### config.mk
export PLATFORM = sky130hd
export DESIGN_NAME = color_config_arbiter
export DESIGN_NICKNAME = d
export VERILOG_FILES = /design/src/rtl/color_config_arbiter.sv
export SDC_FILE = /design/constraint.sdc
export NUM_CORES = 1
export LEC_CHECK = 0
export ABC_AREA = 1
export CAP_MARGIN = 20
export CELL_PAD_IN_SITES_DETAIL_PLACEMENT = 1
export CELL_PAD_IN_SITES_GLOBAL_PLACEMENT = 2
export CORE_ASPECT_RATIO = 1.1
export CORE_UTILIZATION = 23
export DETAILED_ROUTE_END_ITERATION = 16
export HOLD_SLACK_MARGIN = 0.06
export PLACE_DENSITY_LB_ADDON = 0.25
export SLEW_MARGIN = 0
export SYNTH_ARGS = -nofsm -noshare
export SYNTH_HDL_FRONTEND = slang
export SYNTH_SLANG_ARGS = --single-unit
export TNS_END_PERCENT = 100
### constraint.sdc
create_clock -name Clk -period 1.7 [get_ports Clk]
set_input_delay 0.425 -clock Clk [delete_from_list [all_inputs] [get_ports Clk]]
set_output_delay 0.425 -clock Clk [all_outputs]
set_load 0.02 [all_outputs]
### src/rtl/color_config_arbiter.sv
// -----------------------------------------------------------------------------
// color_config_arbiter
//
// Shares the single colour-register write port between two requesters:
//   requester 0 : UART configuration path
//   requester 1 : VGA debug pattern sequencer
// Round-robin arbitration, one write in flight at a time. Writes can be held
// until the vertical blanking window so quadrant colour changes never tear.
// A write that sees no C_Rdy within TIMEOUT_CYCLES cycles is dropped and
// reported with a one-cycle Timeout_Err pulse.
//
// Ports
//   Clk, Rst                        clock / synchronous active-low reset
//   Req0_Valid/Addr/Data, Req0_Rdy  UART requester handshake
//   Req1_Valid/Addr/Data, Req1_Rdy  debug requester handshake
//   VSync                           write-window qualifier
//   C_Addr/C_Data/C_Valid, C_Rdy    colour register write port
//   Grant_Id                        requester owning current/last write
//   Busy                            high whenever a write is pending
//   Timeout_Err                     one-cycle pulse on an aborted write
// -----------------------------------------------------------------------------
module color_config_arbiter #(
    parameter int C_ADDR_WIDTH   = 2,
    parameter int C_DATA_WIDTH   = 8,
    parameter int FRAME_SYNC     = 1,
    parameter int VSYNC_POL      = 1,
    parameter int TIMEOUT_CYCLES = 255
) (
    input  logic                    Clk,
    input  logic                    Rst,
    input  logic                    Req0_Valid,
    input  logic [C_ADDR_WIDTH-1:0] Req0_Addr,
    input  logic [C_DATA_WIDTH-1:0] Req0_Data,
    output logic                    Req0_Rdy,
    input  logic                    Req1_Valid,
    input  logic [C_ADDR_WIDTH-1:0] Req1_Addr,
    input  logic [C_DATA_WIDTH-1:0] Req1_Data,
    output logic                    Req1_Rdy,
    input  logic                    VSync,
    output logic [C_ADDR_WIDTH-1:0] C_Addr,
    output logic [C_DATA_WIDTH-1:0] C_Data,
    output logic                    C_Valid,
    input  logic                    C_Rdy,
    output logic                    Grant_Id,
    output logic                    Busy,
    output logic                    Timeout_Err
);

    localparam int CNT_W = $clog2(TIMEOUT_CYCLES + 1);
    localparam logic [CNT_W-1:0] COUNT_LAST = CNT_W'(TIMEOUT_CYCLES - 1);

    typedef enum logic [1:0] {
        ST_IDLE      = 2'd0,
        ST_WAIT_SYNC = 2'd1,
        ST_ISSUE     = 2'd2
    } state_t;

    state_t                  state_reg;
    logic [CNT_W-1:0]        count_reg;
    logic                    last_grant_reg;
    logic                    grant_id_reg;
    logic [C_ADDR_WIDTH-1:0] c_addr_reg;
    logic [C_DATA_WIDTH-1:0] c_data_reg;
    logic                    c_valid_reg;
    logic                    timeout_err_reg;

    // Requesters gathered into vectors so the handshake logic is uniform.
    logic [1:0]                    req_valid;
    logic [1:0]                    req_rdy;
    logic [1:0][C_ADDR_WIDTH-1:0]  req_addr;
    logic [1:0][C_DATA_WIDTH-1:0]  req_data;

    assign req_valid = {Req1_Valid, Req0_Valid};
    assign req_addr  = {Req1_Addr, Req0_Addr};
    assign req_data  = {Req1_Data, Req0_Data};

    logic sel;
    logic transfer;
    logic window_open;

    // On a tie the requester not granted last wins; otherwise the lone valid
    // one is selected (sel is a don't-care when neither is valid).
    always_comb begin
        sel = 1'b0;
        if (req_valid[0] && req_valid[1]) begin
            sel = ~last_grant_reg;
        end else begin
            sel = req_valid[1];
        end
    end

    // Only the selected requester ever sees Rdy, so the two can never be high
    // together.
    generate
        for (genvar gi = 0; gi < 2; gi++) begin : g_rdy
            assign req_rdy[gi] = (state_reg == ST_IDLE) && req_valid[gi] &&
                                 (sel == 1'(gi));
        end
    endgenerate

    assign Req0_Rdy = req_rdy[0];
    assign Req1_Rdy = req_rdy[1];
    assign transfer = |req_rdy;

    assign window_open = (FRAME_SYNC == 0) || (VSync == 1'(VSYNC_POL));

    always_ff @(posedge Clk) begin
        if (!Rst) begin
            state_reg       <= ST_IDLE;
            count_reg       <= '0;
            last_grant_reg  <= 1'b1;   // makes requester 0 win the first tie
            grant_id_reg    <= 1'b0;
            c_addr_reg      <= '0;
            c_data_reg      <= '0;
            c_valid_reg     <= 1'b0;
            timeout_err_reg <= 1'b0;
        end else begin
            timeout_err_reg <= 1'b0;
            case (state_reg)
                ST_IDLE: begin
                    if (transfer) begin
                        c_addr_reg   <= req_addr[sel];
                        c_data_reg   <= req_data[sel];
                        grant_id_reg <= sel;
                        state_reg    <= ST_WAIT_SYNC;
                    end
                end
                ST_WAIT_SYNC: begin
                    // No timeout while waiting for the window.
                    if (window_open) begin
                        c_valid_reg <= 1'b1;
                        count_reg   <= '0;
                        state_reg   <= ST_ISSUE;
                    end
                end
                ST_ISSUE: begin
                    // Once started, the write finishes even if the window closes.
                    if (C_Rdy) begin
                        c_valid_reg    <= 1'b0;
                        last_grant_reg <= grant_id_reg;
                        state_reg      <= ST_IDLE;
                    end else if (count_reg == COUNT_LAST) begin
                        c_valid_reg     <= 1'b0;
                        timeout_err_reg <= 1'b1;
                        last_grant_reg  <= grant_id_reg;
                        state_reg       <= ST_IDLE;
                    end else begin
                        count_reg <= count_reg + 1'b1;
                    end
                end
                default: begin
                    c_valid_reg <= 1'b0;
                    state_reg   <= ST_IDLE;
                end
            endcase
        end
    end

    assign C_Addr      = c_addr_reg;
    assign C_Data      = c_data_reg;
    assign C_Valid     = c_valid_reg;
    assign Grant_Id    = grant_id_reg;
    assign Busy        = (state_reg != ST_IDLE);
    assign Timeout_Err = timeout_err_reg;

endmodule

After elaboration in Yosys (flattened, before gate mapping) --
Cells that the tools add are included.
Storage, ports and cells: register bits 24, input port bits 26, output and inout port bits 16, word-level logic and storage cells 60
Cells by class: $add $sub $neg 1, order comparisons 1, equality and inequality tests 8, muxes and demuxes 21, bitwise logic cells 5, reduce and logical (&&, ||, !) cells 16
Operator list (count):
- 2-to-1 mux 8 bit | 5
- case mux 8 bit (2 select lines) | 1
- 2-to-1 mux 2 bit | 6
- adder 8 x 1 -> 8 bit, second input constant | 1
- equality test 8 bit, second input constant | 1
- inequality test 2 bit, second input constant | 4
- 2-to-1 mux 1 bit | 7
- case mux 2 bit (3 select lines) | 1
- AND reduction 3 bit | 2
- nonzero test 2 bit | 3
- logical AND 1 bit | 5
- NOT 1 bit | 5
- AND reduction 2 bit | 2
- AND reduction 4 bit | 1
- inequality test 3 bit, second input constant | 1
- case mux 1 bit (3 select lines) | 1
- OR reduction 3 bit | 1
- equality test 2 x 1 -> 1 bit, second input constant | 1
- equality test 2 bit, second input constant | 1
- logical NOT 2 bit | 1
- < comparator 1 x 2 -> 1 bit, second input constant | 1
- OR reduction 2 bit | 1

Longest topological paths before layout --
depth after elaboration 7, depth in mapped cells 11

Least setup slack after synthesis --
Ideal clock, no wire load.
path type input to output, start point input port Req0_Valid, end point output port Req0_Rdy, arrival time 1.070 ns, required time 1.275 ns, path slack 0.205 ns, stages 3, cells stage by stage nand2_1 > clkbuf_1 > a21oi_1
Between the ends: cells in the longest elaborated chain, start to end 4
RTL lines:
- start: declaration | RTL line 31 | input logic Req0_Valid,
- logical AND 1 bit | RTL line 85 | if (req_valid[0] && req_valid[1]) begin
- 2-to-1 mux 1 bit | RTL line 85
- NOT 1 bit | RTL line 97 | (sel == 1'(gi));
- logical AND 1 bit * | RTL line 96 | assign req_rdy[gi] = (state_reg == ST_IDLE) && req_valid[gi] &&
- end: declaration | RTL line 34 | output logic Req0_Rdy,
Mark *: on every way between the ends. The rest lies on a longest branch, timed or not.

Worst setup path in the final report --
start point register c_data_reg[1] (netlist: C_Data[1]), end point output port C_Data[1]
RTL lines:
- start: declaration | RTL line 63 | logic [C_DATA_WIDTH-1:0] c_data_reg;
- start signal: assignment | RTL line 123 | c_data_reg <= req_data[sel];
- end: declaration | RTL line 41 | output logic [C_DATA_WIDTH-1:0] C_Data,
No word-level cell between the ends.

==> impl.org <==
** Synth
- Among all flip-flop cells after synthesis, the most frequent one is dfxtp_1.
- In the synthesized netlist the async set-or-reset flop fraction comes to 0.
- In this run, synthesis produced a sequential element count of 24.
- After synthesis, the cell types taking the most area are dfxtp_1 (41%), nand2_1 (12%), nand3_1 (8.1%).
- A synthesized cell averages 6.98 um2.
- Counting every net in the synthesized netlist gives 196.
- Sequential area share after synthesis :: 0.410
- Warnings from Yosys :: 0
- The biggest area contributor in the post-synthesis netlist is dfxtp_1.
- Number of standard cells after synthesis :: 168
- Syn Std Cell Area :: 1170 um2
- Of the post-synthesis cell area, the dominant cell type holds 0.410.
- In this run, synthesis inferred 0 flip-flops with an integrated enable.
- Synthesis instantiated 21 different standard cells from the library.

** STA
- Post-route clock skew :: 0.00164 ns
- The number of pins exceeding their max-slew limit in the final report was 0.
- Measured slew at the worst slew-check pin :: 0.288 ns
- Unrepaired setup endpoints after global routing :: no
- Subtracting the final worst setup slack from the clock period gives 1.65 ns.
- Adding up every negative setup slack in the final design gives 0 ns.
- Period utilization :: 0.970
- The count of final hold-check violations is 0.
- Normalized max-slew margin :: 0.807
- Setup violations remaining at the end of the flow were counted as 0.
- Fmax :: 606 MHz

** Critical path
- Slowest cell on the critical path :: clkdlybuf4s50_1
- R2R Path Start :: count_reg[0]$_SDFFE_PN0P_
- In this design, the largest share of critical-path delay is due to buffers and inverters.
- Setup slack on the worst reg-to-reg path comes out at 0.26 ns.
- The number of buffers and inverters on the critical path is 1.
- CP endpoint kind :: output pin
- Data on the critical path is required at its endpoint by 1.27 ns.
- STA classifies the critical path startpoint as a flop.
- The worst register-to-register path ends at count_reg[0]$_SDFFE_PN0P_.
- Along the worst path, the maximum fanout reaches 2.
- CP endpoint :: C_Data[1]
- Tracing the worst setup path back leads to its startpoint at C_Data[1]$_SDFFE_PN0P_.
- Cell count of the worst reg-to-reg path :: 10
- Data arrives at the worst endpoint at 1.22 ns.
- The largest single stage delay on the critical path is 0.61 ns.
- The signal on the critical path passes through clkdlybuf4s50_1.
- Kind of critical path :: flop to output pin
- In this run the number of cells on the critical path is 1.

** Cells and area
- Most frequent cells in the layout :: nand2_1 (37), clkdlybuf4s50_1 (28), dfxtp_1 (24), nand3_1 (19), nor2_1 (18)
- Summing all non-filler instances in the final layout gives an area of 1780 um2.
- P&R area growth vs syn :: 51.8%
- The count of cells in the finished layout, fillers not included, comes to 272.
- Post-layout net count :: 245
- Fraction of final layout cells sized beyond drive strength 1 :: 0.130
- Fill cell instance count of the final layout :: 573
- Most common library cell in the layout ignoring fill and taps :: nand2_1
- The sequential cells in the finished layout cover a total of 480 um2.
- The number of antenna diodes in the final layout is 0.
- Multi-input logic area :: 604 um2

** Place
- Number of instances in the placed design :: 268
- The congestion estimate from routability-driven global placement came to 0.736.
- Port buffer count :: 41
- Summed over all nets, the half-perimeter wirelength after detailed placement is 2.69 mm.
- After detailed placement, the total cell area comes to 1690 um2.

** Power
- Power density relative to cell area :: 843 nW/um2
- The completed layout was analyzed and its total power is 1500 uW.
- Leak :: 0.000824 uW
- The worst-case IR drop observed on VDD is 0.281 mV.

** Clocking
- After clock tree synthesis, the clock-pin slew on the worst setup and hold paths is 0.09 ns.
- CTS built an H-tree with a depth of 1.
- Clock latency reported for the late side of the worst-skew pair :: 0.27 ns
- Clock buffers created by TritonCTS :: 3
- Number of buffers on the longest clock path :: 2
- Counting every sink on the clock net gives 24.
- TritonCTS built the clock tree.
- In this run the clock root is driven by a clkbuf_8.
- The number of setup buffers added after CTS is 0.

** Routing
- The pre-antenna-repair detailed-routing pass consisted of 4 iterations.
- Using the TritonRoute via totals, the vias-per-cell ratio works out to 4.72.
- Routed vias :: 1283
- Count of nets left with antenna violations after detail routing :: 0
- In the routed design, unresolved DRC markers number 0.
- Routed wire length :: 3.41 mm
- Number of DRC markers in iteration 0 :: 44
- Dividing the detail-routed wire length by the instance count gives 12.5 um.

** Flow run
- Number of violations of the max-capacitance limit :: 0

** Global route
- Total Routing Usage GR :: 0.137
- The initial antenna violation count is 0.
- The first global-routing pass estimated 5.92 mm of wire.
- Pin count of the biggest net entering global routing :: 22
- Congestion Overflow GR :: 0
- The number of global-route vias before repair was 1281.

** Run status
- Status :: completed

** Die
- The die covers 5390 um2.
- Number of top-level design ports :: 42
- The initial utilization of the core area, before any placement, comes to 0.245.
- After floorplanning, the core was sized to cover 4780 um2.
- Y dimension of the die :: 76.9 um
- In this run the core area contains 26 standard-cell rows.
- Die X-Extent :: 70.1 um

** Min path
- The startpoint identified for the worst hold timing path is C_Valid$_SDFFE_PN0P_.
- The tightest min-delay check is of the flop to flop type.
metal layers:
layer	global-route usage	up-vias	routed length [um]
met3	0.0460	4	238
met4	0.0420	0	29
met2	0.228	34	1590
li1	-	647	-
met5	0	-	0
met1	0.166	598	1550
how the worst min path moves through the flow:
stage | cells past startpoint | endpoint | slack [ns]
6_report | 2 | C_Valid$_SDFFE_PN0P_ | 0.47
5_1_grt | 2 | C_Valid$_SDFFE_PN0P_ | 0.52
4_1_cts | 2 | C_Valid$_SDFFE_PN0P_ | 0.47
3_5_place_dp | 2 | C_Valid$_SDFFE_PN0P_ | 0.46
3_3_place_gp | 2 | C_Valid$_SDFFE_PN0P_ | 0.45
2_1_floorplan | 2 | last_grant_reg$_SDFFE_PN1P_ | 0.43
cells in the mapped netlist, types with 2 or more instances:
library cell	n
o21ai_0	12
a31oi_1	10
nand2_1	38
nand2_2	3
a21oi_1	10
clkbuf_1	4
dfxtp_1	24
nor2_2	2
nor2_1	19
buf_2	2
ha_1	2
nor3_1	2
inv_2	2
nand3_1	19
inv_1	13
worst register-to-register path: stages, from the launching register on:
cell	delay, ns
dfxtp_1	0.39
inv_1	0.09
ha_1	0.19
inv_1	0.05
nor2_1	0.04
nand2_2	0.10
nand3_4	0.10
nand2_4	0.16
inv_1	0.08
nor2_1	0.09
nor2_1	0.05
logic make-up (layout without fill, tap and decap cells):
| logic type | Yosys count | in the layout | share of synthesized area |
|---|---|---|---|
| flops | 24 | 24 | 0.410 |
| compound gates | 33 | 33 | 0.152 |
| fa+ha+maj | 2 | 2 | 0.0213 |
| simple gates | 87 | 87 | 0.338 |
| buf+inv | 22 | 70 | 0.0790 |
where the power goes:
group          internal (uW)  leakage, uW  switching [uW]
Sequential               603     0.000197            22.9
Combinational            170     0.000592             190
Clock                    315    0.0000357             199
Total                   1090     0.000824             412
through the flow:
step	hold WS (ns)	setup slack (ns)	utilization
2_1_floorplan	0.428	0.205	-
3_3_place_gp	0.446	-0.499	0.354
3_5_place_dp	0.456	-0.621	0.354
4_1_cts	0.472	0.0128	0.368
5_1_grt	0.516	0.000268	0.372
6_report	0.469	0.0507	0.372
area by class of cell:
class,count,area share
sequential,24,0.270
tap,56,0.0394
timing repair buffer,51,0.279
clock buffer,3,0.0232
inverter,15,0.0316
multi-input combinational,122,0.340
clock inverter,1,0.0169
timing repair:
action / CTS / global route
endpoints found under the hold margin: 0 / 0
gates resized for setup: 15 / 8
hold buffers: 0 / 0
endpoints found under the setup margin: 3 / 8
(Power assumes the default switching activity.)
